### config.mk
export PLATFORM = sky130hd
export DESIGN_NAME = puf_capture_ctrl_flat
export DESIGN_NICKNAME = d
export VERILOG_FILES = /design/src/rtl/puf_capture_if.sv /design/src/rtl/puf_capture_ctrl.sv /design/src/flat_wrapper.sv
export SDC_FILE = /design/constraint.sdc
export NUM_CORES = 1
export LEC_CHECK = 0
export ABC_CLOCK_PERIOD_IN_PS = 7600
export CAP_MARGIN = 5
export CORE_MARGIN = 2
export CORE_UTILIZATION = 56
export CTS_CLUSTER_SIZE = 40
export DETAILED_ROUTE_END_ITERATION = 6
export PLACE_DENSITY_LB_ADDON = 0.2
export REMOVE_ABC_BUFFERS = 1
export SLEW_MARGIN = 40
export SYNTH_ARGS = -nofsm -noshare
export SYNTH_HDL_FRONTEND = slang
export SYNTH_SLANG_ARGS = --single-unit
### constraint.sdc
create_clock -name clk -period 7.6 [get_ports clk]
set_input_delay 1.14 -clock clk [delete_from_list [all_inputs] [get_ports clk]]
set_output_delay 1.14 -clock clk [all_outputs]
set_load 0.005 [all_outputs]
### src/rtl/puf_capture_if.sv
// Control and readout bus of the PUF capture controller: capture request,
// voted results and the windowed display view.
interface puf_capture_if #(
  parameter int RSP_W = 64,
  parameter int CH_W  = 64,
  parameter int WIN_W = 16
);
  localparam int NWIN   = RSP_W / WIN_W;
  localparam int WSEL_W = (NWIN > 1) ? $clog2(NWIN) : 1;
  localparam int CNT_W  = $clog2(RSP_W + 1);

  logic              start;
  logic [CH_W-1:0]   chal_in;
  logic              busy;
  logic              done;
  logic [RSP_W-1:0]  rsp_stb;
  logic [RSP_W-1:0]  unstable;
  logic [CNT_W-1:0]  unstable_cnt;
  logic [WSEL_W-1:0] win_sel;
  logic [WIN_W-1:0]  rsp_win;

  modport master (
    output start, chal_in, win_sel,
    input  busy, done, rsp_stb, unstable, unstable_cnt, rsp_win
  );

  modport slave (
    input  start, chal_in, win_sel,
    output busy, done, rsp_stb, unstable, unstable_cnt, rsp_win
  );
endinterface

### src/rtl/puf_capture_ctrl.sv
// Repeated reset/settle/sample capture of a bistable-ring PUF bank with
// per-bit majority vote, instability mask/count and a display window.
module puf_capture_ctrl #(
  parameter int RSP_W      = 64,
  parameter int CH_W       = 64,
  parameter int SAMPLES    = 5,
  parameter int RST_CYC    = 4,
  parameter int SETTLE_CYC = 16,
  parameter int WIN_W      = 16
) (
  input  logic             clk,
  input  logic             rst_n,
  puf_capture_if.slave     bus,
  output logic [CH_W-1:0]  puf_chal_o,
  output logic             puf_rst_o,
  input  logic [RSP_W-1:0] puf_rsp_i
);
  localparam int UCW   = $clog2(RSP_W + 1);
  localparam int CMAX  = (RST_CYC > SETTLE_CYC) ? RST_CYC : SETTLE_CYC;
  localparam int CW    = $clog2(CMAX + 1);
  localparam int IW    = 4;

  typedef enum logic [2:0] {
    ST_IDLE   = 3'd0,
    ST_RESET  = 3'd1,
    ST_SETTLE = 3'd2,
    ST_SAMPLE = 3'd3,
    ST_VOTE   = 3'd4
  } state_e;

  state_e           state_q, state_d;
  logic [CW-1:0]    cyc_q, cyc_d;
  logic [IW-1:0]    idx_q, idx_d;
  logic             busy_q, busy_d;
  logic             done_q, done_d;
  logic             prst_q, prst_d;

  logic [RSP_W-1:0] sync1_q, sync2_q;
  logic [3:0]       ones_q [RSP_W];
  logic [RSP_W-1:0] first_q, mask_q;
  logic [CH_W-1:0]  chal_q;
  logic [RSP_W-1:0] rsp_q, unst_q;
  logic [UCW-1:0]   ucnt_q;
  logic [RSP_W-1:0] vote_s;

  function automatic logic [UCW-1:0] popcount(input logic [RSP_W-1:0] v);
    logic [UCW-1:0] c;
    c = '0;
    for (int i = 0; i < RSP_W; i++) begin
      c = c + UCW'(v[i]);
    end
    return c;
  endfunction

  // Sequencing: RESET and SETTLE are timed by cyc_q, SAMPLE repeats via idx_q.
  always_comb begin
    state_d = state_q;
    cyc_d   = cyc_q;
    idx_d   = idx_q;
    case (state_q)
      ST_IDLE: begin
        if (bus.start) begin
          state_d = ST_RESET;
          cyc_d   = '0;
          idx_d   = '0;
        end else begin
          state_d = ST_IDLE;
        end
      end
      ST_RESET: begin
        if (cyc_q == CW'(RST_CYC - 1)) begin
          state_d = ST_SETTLE;
          cyc_d   = '0;
        end else begin
          cyc_d   = cyc_q + CW'(1);
        end
      end
      ST_SETTLE: begin
        if (cyc_q == CW'(SETTLE_CYC - 1)) begin
          state_d = ST_SAMPLE;
          cyc_d   = '0;
        end else begin
          cyc_d   = cyc_q + CW'(1);
        end
      end
      ST_SAMPLE: begin
        if (idx_q == IW'(SAMPLES - 1)) begin
          state_d = ST_VOTE;
        end else begin
          state_d = ST_RESET;
          idx_d   = idx_q + IW'(1);
        end
      end
      ST_VOTE: state_d = ST_IDLE;
      default: state_d = ST_IDLE;
    endcase
    busy_d = (state_d != ST_IDLE);
    done_d = (state_q == ST_VOTE);
    // Cells run only while settling and being sampled; held in reset otherwise.
    prst_d = !((state_d == ST_SETTLE) || (state_d == ST_SAMPLE));
  end

  always_ff @(posedge clk or negedge rst_n) begin
    if (!rst_n) begin
      state_q <= ST_IDLE;
      cyc_q   <= '0;
      idx_q   <= '0;
      busy_q  <= 1'b0;
      done_q  <= 1'b0;
      prst_q  <= 1'b1;
    end else begin
      state_q <= state_d;
      cyc_q   <= cyc_d;
      idx_q   <= idx_d;
      busy_q  <= busy_d;
      done_q  <= done_d;
      prst_q  <= prst_d;
    end
  end

  always_comb begin
    vote_s = '0;
    for (int i = 0; i < RSP_W; i++) begin
      vote_s[i] = (ones_q[i] > 4'(SAMPLES / 2));
    end
  end

  // Synchroniser, per-bit accumulation and result registers.
  always_ff @(posedge clk or negedge rst_n) begin
    if (!rst_n) begin
      sync1_q <= '0;
      sync2_q <= '0;
      first_q <= '0;
      mask_q  <= '0;
      chal_q  <= '0;
      rsp_q   <= '0;
      unst_q  <= '0;
      ucnt_q  <= '0;
      for (int i = 0; i < RSP_W; i++) begin
        ones_q[i] <= 4'd0;
      end
    end else begin
      sync1_q <= puf_rsp_i;
      sync2_q <= sync1_q;
      case (state_q)
        ST_IDLE: begin
          if (bus.start) begin
            chal_q  <= bus.chal_in;
            first_q <= '0;
            mask_q  <= '0;
            for (int i = 0; i < RSP_W; i++) begin
              ones_q[i] <= 4'd0;
            end
          end
        end
        ST_SAMPLE: begin
          for (int i = 0; i < RSP_W; i++) begin
            ones_q[i] <= ones_q[i] + {3'b000, sync2_q[i]};
          end
          if (idx_q == '0) begin
            first_q <= sync2_q;
          end else begin
            mask_q  <= mask_q | (sync2_q ^ first_q);
          end
        end
        ST_VOTE: begin
          rsp_q  <= vote_s;
          unst_q <= mask_q;
          ucnt_q <= popcount(mask_q);
        end
        default: begin
        end
      endcase
    end
  end

  assign puf_chal_o       = chal_q;
  assign puf_rst_o        = prst_q;
  assign bus.busy         = busy_q;
  assign bus.done         = done_q;
  assign bus.rsp_stb      = rsp_q;
  assign bus.unstable     = unst_q;
  assign bus.unstable_cnt = ucnt_q;
  assign bus.rsp_win      = rsp_q[bus.win_sel * WIN_W +: WIN_W];
endmodule

### src/flat_wrapper.sv
// flat-port wrapper written by rule: the top's interface ports become plain ports
module puf_capture_ctrl_flat 
#(
  parameter int RSP_W      = 64,
  parameter int CH_W       = 64,
  parameter int SAMPLES    = 5,
  parameter int RST_CYC    = 4,
  parameter int SETTLE_CYC = 16,
  parameter int WIN_W      = 16
)
  (clk, rst_n, puf_chal_o, puf_rst_o, puf_rsp_i, bus_start, bus_chal_in, bus_win_sel, bus_busy, bus_done, bus_rsp_stb, bus_unstable, bus_unstable_cnt, bus_rsp_win);
  puf_capture_if #(.RSP_W(RSP_W), .CH_W(CH_W), .WIN_W(WIN_W)) bus_i ();
  input  logic clk;
  input  logic rst_n;
  output logic [CH_W-1:0] puf_chal_o;
  output logic puf_rst_o;
  input  logic [RSP_W-1:0] puf_rsp_i;
  input wire logic [$bits(bus_i.start)-1:0] bus_start;
  input wire logic [$bits(bus_i.chal_in)-1:0] bus_chal_in;
  input wire logic [$bits(bus_i.win_sel)-1:0] bus_win_sel;
  output wire logic [$bits(bus_i.busy)-1:0] bus_busy;
  output wire logic [$bits(bus_i.done)-1:0] bus_done;
  output wire logic [$bits(bus_i.rsp_stb)-1:0] bus_rsp_stb;
  output wire logic [$bits(bus_i.unstable)-1:0] bus_unstable;
  output wire logic [$bits(bus_i.unstable_cnt)-1:0] bus_unstable_cnt;
  output wire logic [$bits(bus_i.rsp_win)-1:0] bus_rsp_win;
  assign bus_i.start = bus_start;
  assign bus_i.chal_in = bus_chal_in;
  assign bus_i.win_sel = bus_win_sel;
  assign bus_busy = bus_i.busy;
  assign bus_done = bus_i.done;
  assign bus_rsp_stb = bus_i.rsp_stb;
  assign bus_unstable = bus_i.unstable;
  assign bus_unstable_cnt = bus_i.unstable_cnt;
  assign bus_rsp_win = bus_i.rsp_win;
  puf_capture_ctrl #(.RSP_W(RSP_W), .CH_W(CH_W), .SAMPLES(SAMPLES), .RST_CYC(RST_CYC), .SETTLE_CYC(SETTLE_CYC), .WIN_W(WIN_W)) u_core (.clk(clk), .rst_n(rst_n), .bus(bus_i), .puf_chal_o(puf_chal_o), .puf_rst_o(puf_rst_o), .puf_rsp_i(puf_rsp_i));
endmodule
==> results of run 1 <==
==> synthesized netlist by cell type (all sizes together) (2+ instances only) <==
library cell  count
a22o            129
nor3              2
inv              99
o21a              2
nand2           507
nand2b            4
mux4             16
xor2             67
nand3           137
dfrtp           725
nor2b             4
o31ai             2
a2111oi          64
ha              149
or3               3
nand4            64
a31oi             2
buf              62
clkbuf           82
fa               54
o21ai           238
a21oi            69
or4b              2
nor2            197
==> routing by layer <==
layer  global-route usage  part of all wire
met5                    0                 0
met4              0.07776             0.025
met3              0.05141             0.055
met2               0.4139              0.48
met1               0.3863              0.44
==> final timing paths <==
path | to | start | depth (start not counted) | slack, ns
setup / recovery | u_core.bus.unstable_cnt[4] | u_core.mask_q[0] | 16 | 1.37
hold / removal | u_core.sync2_q[38] | u_core.sync1_q[38] | 0 | 0.34
setup reg to reg | u_core.bus.unstable_cnt[4] | u_core.mask_q[0] | 16 | 1.37
hold reg to reg | u_core.sync2_q[38] | u_core.sync1_q[38] | 0 | 0.34
max in group asynchronous | u_core.sync1_q[60] | rst_n | 4 | 5.54
min in group asynchronous | u_core.ones_q[154] | rst_n | 1 | 0.44
==> power by group through the flow <==
| stage | Sequential [W] | Clock, W | Combinational (W) |
|---|---|---|---|
| 2_1_floorplan | 0.00463 | 0 | 0.00703 |
| 6_report | 0.00466 | 0.00360 | 0.00865 |
| 5_1_grt | 0.00471 | 0.00383 | 0.00964 |
| 4_1_cts | 0.00465 | 0.00367 | 0.00874 |
| 3_3_place_gp | 0.00468 | 0 | 0.00840 |
| 3_5_place_dp | 0.00471 | 0 | 0.00871 |
==> final cells by class <==
class                      count  share of cell area
tap                          696             0.02353
clock inverter                26            0.005850
multi-input combinational   1733              0.3045
sequential                   726              0.4910
clock buffer                 109             0.05934
inverter                      99             0.01011
timing repair buffer         375              0.1057
==> cells by family after synthesis <==
family / after synthesis
muxes: 18
xor gates and xnor gates: 67
buffers and inverters: 243
AOI/OAI and AO/OA: 517
and+or+nand+nor: 928
DFF: 726
adders and majority gates: 203
==> sequential cells by signal, indices dropped and copies added (netlist names) <==
name,count
u_core.ones_q,256
u_core.bus.rsp_stb,64
u_core.bus.unstable,64
u_core.first_q,64
u_core.mask_q,64
u_core.puf_chal_o,64
u_core.sync1_q,64
u_core.sync2_q,64
u_core.bus.unstable_cnt,7
u_core.cyc_q,5
u_core.idx_q,4
u_core.state_q,3
u_core.bus.busy,1
u_core.bus.done,1
u_core.puf_rst_o,1
==> metrics by stage <==
stage | setup slack (ns) | hold slack, ns | utilization | instance area, µm² | instances
6_report | 1.371 | 0.3382 | 0.6876 | 37000 | 3764
5_1_grt | 1.123 | 0.3549 | 0.6876 | 37000 | 3764
4_1_cts | 1.348 | 0.3343 | 0.6854 | 36890 | 3759
3_5_place_dp | 1.399 | 0.3347 | 0.6406 | 34470 | 3624
3_3_place_gp | 1.479 | 0.3321 | 0.6387 | 34370 | 3621
2_1_floorplan | -7.433 | 0.3312 | - | 29770 | 2558
==> results.cfg, run 1 <==
[run_status]
outcome = completed

[route]
ant_nets = 0
wl_um = 73430
drc_errors = 0
first_iter_violations = 1752
wire_per_inst_um = 19.51
routed_via_density = 5.710
drtPass1Iterations = 5
vias = 21492

[floorplanning]
die_w_um = 237.1
rows = 85
core_um2 = 53810
start_util = 0.5653
pin_count = 351
die_h_um = 237.1
dieArea_um2 = 56210

[yosys]
yosys.area_share.simple = 0.1295
ys_seq_elements = 726
netlist_area_um2 = 30420
synth_warnings = 0
synth_edf_count = 0
yosysSeqAreaShare = 0.5972
synth_area_leaders = dfrtp_1 (60%), nand2_1 (6.3%), ha_1 (6.1%)
synth_top_area_cell = dfrtp_1
netlist_instances = 2702
syn_area_per_cell_um2 = 11.26
netlist.area_leader.share = 0.5963
synth_cell_types = 50
synth_xor_area_frac = 0.01929
synthMuxAreaShare = 0.01295
async_reset_ff_frac = 1.000
synth_compound_area_frac = 0.1105
synth_top_family_by_area = simple AND/OR/NAND/NOR gates
synth_flop_cell = dfrtp_1
synthAdderAreaFrac = 0.09681

[setup_path]
critPathKind = flip-flop to flip-flop
path_cells = ha_1 > inv_1 > fa_1 > fa_1 > fa_1 > fa_1 > fa_1 > fa_1 > fa_1 > fa_1 > fa_1 > fa_1 > nor2b_1 > o21a_1 > o21ai_0 > a31o_2
startpoint_type = flip-flop
end_kind = flip-flop
crit_top_cell = fa_1
cp_top_family = adder cells
slowest_delay_ns = 0.56
slowest_stage = fa_1
cp_max_fo = 3
crit_arrival_ns = 6.74
required_ns = 8.11
crit_buf_inv = 1

[grt]
grt_overflow = 0
grt_max_degree = 185
grt_pass1_wl_um = 117700
antenna_found_initial = 0
grt_usage = 0.2663
grt_pass1_vias = 21391

[clock_tree]
clockBufferDepth = 3
insertion_delay_ns = 0.63
cts_hold_buffers = 0
cts.sinks = 726
post-cts-setup-buffers = 0
cts_resized = 0
cts_tree = yes
cts_max_level = 3
worst_setup_hold_path_clk_slew_ns = 0.06
clockRootBuffer = clkbuf_16
cts_buffers = 75

[final_layout]
area_growth_pct = 21.63
seqCellArea_um2 = 18170
drive_gt1_frac = 0.06193
fill_cells = 3878
final_cell_mix = dfrtp_1 (725), nand2_1 (507), clkdlybuf4s50_1 (348), o21ai_0 (238), nor2_1 (179)
antennaDiodeCount = 0
mostFrequentLayoutCell = dfrtp_1
layout.nets = 3346
multi_input_area_um2 = 11270

[power_and_ir_drop]
power_w = 0.01690
p_seq_frac = 0.276
clkPwrFrac = 0.213
intPower_w = 0.01026
p_comb_frac = 0.512
swShare = 0.3930
power.leakage_nw = 17.29
switchingPower_w = 0.006643
power_density_nw_per_um2 = 456.8
ir_drop_v = 0.001979

[timing]
rsz0062_at_grt = no
max_freq_ghz = 0.1605
finalSetupViolCount = 0
worst_pin_slew_ns = 0.8330
fin_setup_tns_ns = 0
period_needed_ns = 6.229
slew_viol_final = 0
hold_viol_final = 0
fin_worst_skew_ns = 0.02178
period_share = 0.8196
slew_headroom = 0.4447

[run]
drv_cap = 0

[place]
portBuffers = 350
hpwl_um = 48220
place_congestion = 0.8283

[min_path]
hold_path_class = flip-flop to flip-flop
No activity file was read; power rests on OpenSTA's default activity.
==> inputs of run 2 (changes only) <==
ABC_CLOCK_PERIOD_IN_PS = 5900   (was 7600)
clock period = 5.9 ns   (was 7.6 ns; I/O delays follow)
==> run 2 against run 1 <==
Effect of this change:
- the flow now finishes with violations (setup timing)
- largest cell class unchanged
- highest routed layer unchanged
- clock skew shrank 0.0015 ns
- critical path depth is the same
- clock power grew 41%
- utilization grew 0.80 points
- sequential share of layout area shrank 0.57 points
- sequential cell count is the same
- fmax grew 4.5%
- register-to-register slack lost 1.4 ns
- combinational power grew 69%
==> results.cfg, run 2 (synthesized netlist as in run 1, its figures left out) <==
[route]
ant_nets = 0
wire_per_inst_um = 19.85
vias = 21589
first_iter_violations = 1700
drc_errors = 0
wl_um = 75130
routed_via_density = 5.704
drtPass1Iterations = 5

[timing]
slew_viol_final = 0
holdWs_ns = 0.1133
period_needed_ns = 5.958
setup_ws_ns = -0.05792
fin_worst_skew_ns = 0.02025
worst_pin_slew_ns = 0.8812
rsz0062_at_grt = yes
finalSetupViolCount = 2
slew_headroom = 0.3973
period_share = 1.010
hold_viol_final = 0
max_freq_ghz = 0.1678

[power_and_ir_drop]
power_density_nw_per_um2 = 686.1
ir_drop_v = 0.003019
clkPwrFrac = 0.197
power.leakage_nw = 17.49
switchingPower_w = 0.009881
p_comb_frac = 0.569
p_seq_frac = 0.233
swShare = 0.3847
intPower_w = 0.01580

[grt]
met3_usage = 0.06144
met2_usage = 0.4333
top_usage_layer = met2
grt_overflow = 0
grt_pass1_wl_um = 120500
grt_pass1_vias = 22083
met1_usage = 0.3811
grt_usage = 0.2730
antenna_found_initial = 0
grt_max_degree = 196

[run_status]
outcome = complete, but fails checks
violations = setup timing

[place]
portBuffers = 350
place_congestion = 0.8405
hpwl_um = 49080

[setup_path]
end_kind = flip-flop
startpoint_type = flip-flop
rrSetupSlack_ns = -0.06
cp_max_fo = 2
required_ns = 6.39
crit_arrival_ns = 6.45
critPathKind = flip-flop to flip-flop

[clock_tree]
cts_tree = yes
cts.sinks = 726
clockBufferDepth = 3
clockRootBuffer = clkbuf_16
insertion_delay_ns = 0.61
cts_hold_buffers = 0
cts_buffers = 75
cts_max_level = 3
worst_setup_hold_path_clk_slew_ns = 0.06

[min_path]
hold_path_class = input pin to asynchronous set/reset pin

[final_layout]
mostFrequentLayoutCell = dfrtp_1
regMostFlops = u_core.ones_q
area_growth_pct = 23.05
antennaDiodeCount = 0
final_util = 0.6956
largest_reg_flops = 256
drive_gt1_frac = 0.07219
final_cell_mix = dfrtp_1 (725), nand2_1 (507), clkdlybuf4s50_1 (348), o21ai_0 (236), nor2_1 (178)
layout.nets = 3366

[floorplanning]
die_h_um = 237.1
pin_count = 351
start_util = 0.5653
die_w_um = 237.1
core_um2 = 53810
rows = 85
dieArea_um2 = 56210

[run]
drv_cap = 0
-- run 2: cell types whose count changed in the layout (fill, tap and decap cells not counted), moves of 4 or more --
cell,previous run,this run
inv_6,5,1
buf_4,9,30
fa_1,54,47
bufinv_16,2,10
clkinv_2,16,12
fa_2,0,7
-- run 2: area by class of cell --
type | instances | area, µm²
Timing Repair Buffer | 395 | 4058
Clock buffer | 113 | 2285
Clock inverter | 23 | 369.1
Inverter | 99 | 374.1
Tap cell | 696 | 870.8
Multi-Input combinational cell | 1733 | 11310
Sequential cell | 726 | 18170
Fill cell | 3916 | 16380
-- run 2: routing by layer --
layer	vias to the layer above	routed length, µm
met5	-	0
met4	0	2033
met3	136	4389
met2	582	36060
met1	10917	32640
li1	9954	-
-- run 2: metrics by stage --
step | area (µm²) | worst slack [ns] | setup TNS, ns | power [W] | std cells
2_1_floorplan | 29770 | -8.878 | -2074.05 | 0.01441 | 2558
3_3_place_gp | 34520 | -0.1993 | -0.4535 | 0.01765 | 3639
3_5_place_dp | 34600 | -0.3349 | -0.9332 | 0.01798 | 3642
4_1_cts | 37290 | -0.03224 | -0.03224 | 0.02470 | 3779
5_1_grt | 37430 | -0.2196 | -0.5292 | 0.02736 | 3785
6_report | 37430 | -0.05792 | -0.07628 | 0.02568 | 3785
-- run 2: power by group through the flow --
stage	clock network (W)	registers [W]	logic, W
after floorplan	0	0.00596	0.00845
after global placement	0	0.00602	0.0116
after detailed placement	0	0.00606	0.0119
after CTS	0.00515	0.00598	0.0136
after global routing	0.00535	0.00606	0.0159
final	0.00507	0.00600	0.0146
-- run 2: final timing paths --
kind | start | to | cells past startpoint
setup / recovery | u_core.mask_q[0] | u_core.bus.unstable_cnt[4] | 16
hold / removal | rst_n | u_core.ones_q[218] | 1
setup reg to reg | u_core.mask_q[0] | u_core.bus.unstable_cnt[4] | 16
hold reg to reg | u_core.sync1_q[35] | u_core.sync2_q[35] | 0
max in group asynchronous | rst_n | u_core.puf_chal_o[56] | 4
min in group clk | u_core.sync1_q[35] | u_core.sync2_q[35] | 0
-- run 2: worst max-delay path, stage by stage, from the launching register on --
cell,delay [ns]
dfrtp_1,0.38
ha_1,0.27
inv_1,0.04
fa_1,0.50
fa_1,0.44
fa_1,0.54
fa_1,0.45
fa_1,0.52
fa_1,0.43
fa_1,0.52
fa_1,0.43
fa_2,0.37
fa_2,0.35
nor2b_1,0.12
o21a_1,0.15
o21ai_2,0.07
a31o_2,0.23
-- run 2: timing repair --
item                                   4_1_cts  5_1_grt
buffers inserted                             1        2
pin swaps                                   12        6
gates resized for setup                      9        5
cloned                                       0        0
endpoints found under the hold margin        0        0
setup endpoints to repair                    5        5
